$ cat src/rtl/rx_block_buffer.sv
// rx_block_buffer: turns the UART receiver's byte stream into 128-bit AES
// plaintext blocks and queues them in a small first-word-fall-through FIFO.
// A partial block is discarded if the line goes idle for TIMEOUT cycles,
// so framing recovers after glitches or truncated transfers.
module rx_block_buffer #(
    parameter int DEPTH   = 4,        // FIFO depth in blocks, power of two, >= 2
    parameter int ADDR_W  = 2,        // log2(DEPTH)
    parameter int TIMEOUT = 1000000,  // idle cycles before a partial block is dropped
    parameter int TO_W    = 20        // timeout counter width, 2**TO_W > TIMEOUT
) (
    input  logic              clk,
    input  logic              reset,          // synchronous, active-low
    input  logic [7:0]        rx_byte,
    input  logic              rx_byte_valid,
    output logic [127:0]      pt,
    output logic              rx_empty,
    input  logic              rx_read,
    output logic [ADDR_W:0]   rx_level,
    output logic              rx_overflow
);

    localparam logic [ADDR_W:0] FULL_LEVEL = (ADDR_W + 1)'(DEPTH);
    localparam logic [TO_W-1:0] TO_LAST    = TO_W'(TIMEOUT - 1);

    // ------------------------------------------------------------------
    // Block assembly state
    // ------------------------------------------------------------------
    logic [3:0]        byte_cnt;
    logic [119:0]      shreg;
    logic [TO_W-1:0]   to_cnt;

    // ------------------------------------------------------------------
    // FIFO state
    // ------------------------------------------------------------------
    logic [127:0]      mem [DEPTH];
    logic [ADDR_W-1:0] wr_ptr;
    logic [ADDR_W-1:0] rd_ptr;
    logic [ADDR_W:0]   count;

    // The 16th byte completes the block; it goes straight into the FIFO
    // together with the 15 bytes already in the shift register.
    logic              push_req;
    logic              pop;
    logic              push_ok;
    logic [127:0]      block;

    assign push_req = rx_byte_valid && (byte_cnt == 4'd15);
    assign block    = {shreg, rx_byte};

    // A pop needs a stored block; a read on an empty FIFO is ignored even
    // if a push lands in the same cycle.
    assign pop      = rx_read && (count != '0);

    // When full, a simultaneous pop frees the slot the push will use.
    assign push_ok  = push_req && ((count != FULL_LEVEL) || pop);

    // Shift bytes in, count them, and drop a stale partial block on timeout.
    // NOTE: all state registers use non-blocking assignments so every
    // register samples the pre-edge values, regardless of statement order.
    always_ff @(posedge clk) begin
        if (!reset) begin
            byte_cnt <= '0;
            shreg    <= '0;
            to_cnt   <= '0;
        end else if (rx_byte_valid) begin
            // A byte always wins over a timeout expiring in the same cycle.
            to_cnt <= '0;
            shreg  <= {shreg[111:0], rx_byte};
            if (byte_cnt == 4'd15) begin
                byte_cnt <= '0;
            end else begin
                byte_cnt <= byte_cnt + 4'd1;
            end
        end else if (byte_cnt == 4'd0) begin
            // Nothing partial to protect; hold the counter at zero.
            to_cnt <= '0;
        end else if (to_cnt == TO_LAST) begin
            // Counter reaches TIMEOUT at this edge: restart framing.
            // The shift register is left alone; the next 15 bytes refill it.
            byte_cnt <= '0;
            to_cnt   <= '0;
        end else begin
            to_cnt <= to_cnt + 1'b1;
        end
    end

    // Write completed blocks into the FIFO storage.
    // NOTE: the storage is cleared on reset so pt reads zero afterwards;
    // this makes it a register array rather than a RAM macro, which is
    // acceptable at this depth.
    always_ff @(posedge clk) begin
        if (!reset) begin
            for (int i = 0; i < DEPTH; i++) begin
                mem[i] <= '0;
            end
        end else if (push_ok) begin
            mem[wr_ptr] <= block;
        end
    end

    // Advance the pointers and track the fill level and sticky overflow.
    always_ff @(posedge clk) begin
        if (!reset) begin
            wr_ptr      <= '0;
            rd_ptr      <= '0;
            count       <= '0;
            rx_overflow <= 1'b0;
        end else begin
            if (push_ok) begin
                wr_ptr <= wr_ptr + 1'b1;
            end
            if (pop) begin
                rd_ptr <= rd_ptr + 1'b1;
            end
            case ({push_ok, pop})
                2'b10:   count <= count + 1'b1;
                2'b01:   count <= count - 1'b1;
                default: count <= count;
            endcase
            if (push_req && !push_ok) begin
                rx_overflow <= 1'b1;
            end
        end
    end

    // Status comes from registered state only; the head is a read of the
    // registered rd_ptr, giving first-word-fall-through behaviour.
    assign rx_level = count;
    assign rx_empty = (count == '0);
    assign pt       = mem[rd_ptr];

endmodule
$ cat config.mk
export PLATFORM = sky130hd
export DESIGN_NAME = rx_block_buffer
export DESIGN_NICKNAME = d
export VERILOG_FILES = /design/src/rtl/rx_block_buffer.sv
export SDC_FILE = /design/constraint.sdc
export NUM_CORES = 1
export LEC_CHECK = 0
export BUFFER_PORTS_ARGS = -buffer_cell sky130_fd_sc_hd__buf_2
export CORE_UTILIZATION = 30
export CTS_CLUSTER_SIZE = 16
export DETAILED_ROUTE_END_ITERATION = 10
export HOLD_SLACK_MARGIN = 0.1
export PLACE_DENSITY_LB_ADDON = 0.15
export SYNTH_ARGS = -nofsm -noshare
export SYNTH_HDL_FRONTEND = slang
export SYNTH_SLANG_ARGS = --single-unit
$ cat constraint.sdc
create_clock -name clk -period 36.4 [get_ports clk]
set_clock_uncertainty 0.05 [all_clocks]
set_input_delay 3.64 -clock clk [delete_from_list [all_inputs] [get_ports clk]]
set_output_delay 3.64 -clock clk [all_outputs]
set_load 0.02 [all_outputs]
==> impl_metrics.json <==
{
  "post_synth.cell_area_avg_um2": 15.34,
  "post_cts_resize_count": 0,
  "worst_path_max_delay_cell": "sky130_fd_sc_hd__buf_4",
  "layout.cells.most_common": "sky130_fd_sc_hd__and2_1",
  "finalWeightedCongestion": 0.6975,
  "clock_latency_ns": 0.60,
  "drc": 0,
  "synth_fp_nets": 1836,
  "leading_area_contributor_after_synthesis": "sky130_fd_sc_hd__edfxtp_1",
  "post_synthesis_sequential_area_ratio_pct": 66.13,
  "vias_per_cell": 4.585,
  "worstSetupPathType": "in2reg",
  "count_of_hold_buffers_inserted_by_post_cts_repair": 0,
  "clock-root-buffer": "sky130_fd_sc_hd__clkbuf_16",
  "syn_to_final_growth_pct": 15.30,
  "synth.cell_area_um2": 27910,
  "setup_total_negative_slack_ns": 0,
  "route.vias.total": 14880,
  "yosys_warnings": 0,
  "synth_simple_gate_area_share_pct": 15.16,
  "leakage_nw": 11.64,
  "grt_start_max_net_pins": 130,
  "ys_async_sr_fraction_pct": 0,
  "max_slew_margin_pct": 20.00,
  "stdcell_area_um2": 32180,
  "min_period_over_period_pct": 19.17,
  "worst_hold_path_type": "reg2reg",
  "die_width_um": 307.0,
  "detail_route.first_pass.iterations": 5,
  "placed_area_um2": 29750,
  "grt_pass1_vias": 15690,
  "drive_above_1_share_pct": 20.54,
  "mostFrequentLayoutCells": "513 x sky130_fd_sc_hd__and2_1, 512 x sky130_fd_sc_hd__edfxtp_1, 152 x sky130_fd_sc_hd__dfxtp_1",
  "synthTopCellsByArea": "sky130_fd_sc_hd__edfxtp_1 55%, sky130_fd_sc_hd__and2_1 11%, sky130_fd_sc_hd__dfxtp_1 11%",
  "timing.critical_path.cells": "buf_6, nand4_2, nor3_4, buf_12, and3_4, buf_4, and2_1",
  "synthXorXnorAreaFrac_pct": 0.6276,
  "fp.coreArea_um2": 91940,
  "synth_top_area_share_pct": 55.09,
  "globalRoute.totalOverflow": 0,
  "yosys_most_used_dff": "sky130_fd_sc_hd__edfxtp_1",
  "yosys.cell_types.count": 45,
  "grt_first_pass_wirelength_um": 105800,
  "timing.critical_path.slowest_cell_delay_ns": 0.94,
  "postCtsSetupBuffers": 0,
  "cp_startpoint_kind": "primary input",
  "timing.final.setup_violations": 0,
  "clk_path_buf_depth": 3,
  "worst-slew-pin-transition_ns": 1.200,
  "die_height_um": 307.0,
  "initial_antenna_violation_count": 0,
  "fmax_mhz": 143.3,
  "std_cell_rows": 111,
  "dp.final_hpwl_um": 35980,
  "power_density_of_the_placed_cells_nw_per_um2": 51.18,
  "ant_nets": 0,
  "flip_flop_and_latch_count_after_synthesis": 666,
  "number_of_sinks_handled_by_clock_tree_synthesis": 666,
  "clk_pin_slew_ns": 0.06,
  "drt_iter0_markers": 898,
  "n_fill_cell": 8910,
  "layout.nets": 1954,
  "synthMuxAreaShare_pct": 14.85,
  "cts_tree": "done",
  "dominant_combinational_cell_family_by_area_after_synthesis": "simple AND/OR/NAND/NOR gates",
  "drv_slew": 0,
  "num_io_pins": 145,
  "rsz0062_at_grt": "no",
  "routedWlPerCell_um": 21.79,
  "power.ir.vdd_worst_v": 0.00003098,
  "worstPathArrival_ns": 7.39,
  "finalCriticalPeriod_ns": 6.976,
  "status": "finished clean",
  "cts_buffer_count": 76,
  "dieArea_um2": 94260,
  "worstSetupEndpointType": "register",
  "port-buffer-count": 144,
  "number_of_enable_flip_flop_cells_after_synthesis": 512,
  "postRouteWirelength_um": 70720,
  "globalRouteTotalUtil_pct": 15.11,
  "synth-adder-area-share_pct": 0.2062,
  "floorplan.initialDensity_pct": 30.36,
  "synth-compound-area-share_pct": 0.3810,
  "worstPathMaxFanout": 129,
  "final-hold-violation-count": 0,
  "maxCapViolations": 0,
  "critPathRequiredTime_ns": 36.82,
  "htree_levels": 3,
  "synthesis.instances": 1820
}
-- routing by layer --
metal / up-vias / routed length (µm) / GRT usage [%]
met5: - / 0 / 0
met2: 282 / 34780 / 25.37
met3: 78 / 2774 / 2.323
met1: 7685 / 32070 / 20.46
li1: 6833 / - / -
met4: 0 / 1097 / 3.633
-- synth_stat cells, types with 2 or more instances --
library cell and number:
sky130_fd_sc_hd__xor2_1 4, sky130_fd_sc_hd__o41ai_1 2, sky130_fd_sc_hd__buf_6 25, sky130_fd_sc_hd__edfxtp_1 512, sky130_fd_sc_hd__nand2_1 16, sky130_fd_sc_hd__buf_1 6
sky130_fd_sc_hd__o21ai_0 3, sky130_fd_sc_hd__nor3_2 3, sky130_fd_sc_hd__nor2_1 134, sky130_fd_sc_hd__a21oi_1 3, sky130_fd_sc_hd__a31oi_1 3, sky130_fd_sc_hd__and2_1 513
sky130_fd_sc_hd__nand3_1 9, sky130_fd_sc_hd__nor4_1 9, sky130_fd_sc_hd__nand4_1 5, sky130_fd_sc_hd__nand2b_1 2, sky130_fd_sc_hd__xnor2_1 16, sky130_fd_sc_hd__dfxtp_1 154
sky130_fd_sc_hd__inv_1 8, sky130_fd_sc_hd__or3_1 2, sky130_fd_sc_hd__nor3_1 22, sky130_fd_sc_hd__mux4_2 128, sky130_fd_sc_hd__ha_1 3, sky130_fd_sc_hd__clkbuf_1 43
sky130_fd_sc_hd__and3_1 3, sky130_fd_sc_hd__buf_2 47, sky130_fd_sc_hd__mux2i_1 126, sky130_fd_sc_hd__nor3b_1 2
-- sequential cells by signal, indices dropped and copies added (netlist names), named ones only --
name	count
rd_ptr	2
to_cnt	20
rx_overflow	1
byte_cnt	4
mem	512
rx_level	3
shreg	120
wr_ptr	2
-- critical path, delay by kind of cell --
family / cells / cell delay (ns)
buffers and inverters: 3 / 2.02
AND/OR/NAND/NOR: 4 / 1.61
-- power by group --
part | switching (mW) | leakage (nW) | internal, mW | total, mW
clock | 0.308 | 1.18 | 0.440 | 0.749
sequential | 0.00694 | 6.45 | 0.838 | 0.845
combinational | 0.0376 | 4.01 | 0.0157 | 0.0533
total | 0.353 | 11.6 | 1.29 | 1.65
-- metrics by stage --
step	power [mW]	util (%)	setup slack (ns)	instances	hold slack [ns]
floorplan	0.8993	-	18.67	1820	0.4070
global placement	0.9163	32.36	28.69	3103	0.4271
detailed placement	0.9173	32.36	28.59	3103	0.4406
CTS	1.671	35.00	29.26	3244	0.4482
global route	1.705	35.00	29.09	3244	0.4874
finish	1.647	35.00	29.42	3245	0.4556
-- logic make-up after synthesis --
kind of cell	count (synthesis)
buffers and inverters	130
flip-flops	666
multiplexers	254
XOR/XNOR	20
adder cells (fa/ha/maj)	4
AND/OR/NAND/NOR	730
AO/OA/AOI/OAI	16
-- worst paths after layout --
kind	startpoint	to	slack [ns]	cells after the start
worst max register to register	byte_cnt[0]$_SDFFE_PN0P_	mem[1][33]$_SDFFCE_PN0P_	32.48	7
worst min register to register	to_cnt[0]$_SDFF_PP0_	to_cnt[0]$_SDFF_PP0_	0.46	1
worst min-delay path	to_cnt[0]$_SDFF_PP0_	to_cnt[0]$_SDFF_PP0_	0.46	1
worst max-delay path	rx_byte_valid	mem[1][33]$_SDFFCE_PN0P_	29.42	7
-- final cells by class --
| cell class | instances | area, µm² | area share (%) |
|---|---|---|---|
| inverter | 8 | 32.53 | 0.1011 |
| timing repair buffer | 162 | 924.6 | 2.873 |
| antenna | 1 | 2.502 | 0.007776 |
| tap | 1243 | 1555 | 4.833 |
| clock inverter | 27 | 226.5 | 0.7037 |
| clock buffer | 114 | 2200 | 6.835 |
| multi-input combinational | 1024 | 8776 | 27.27 |
| sequential | 666 | 18470 | 57.38 |
(Power assumes the default switching activity.)
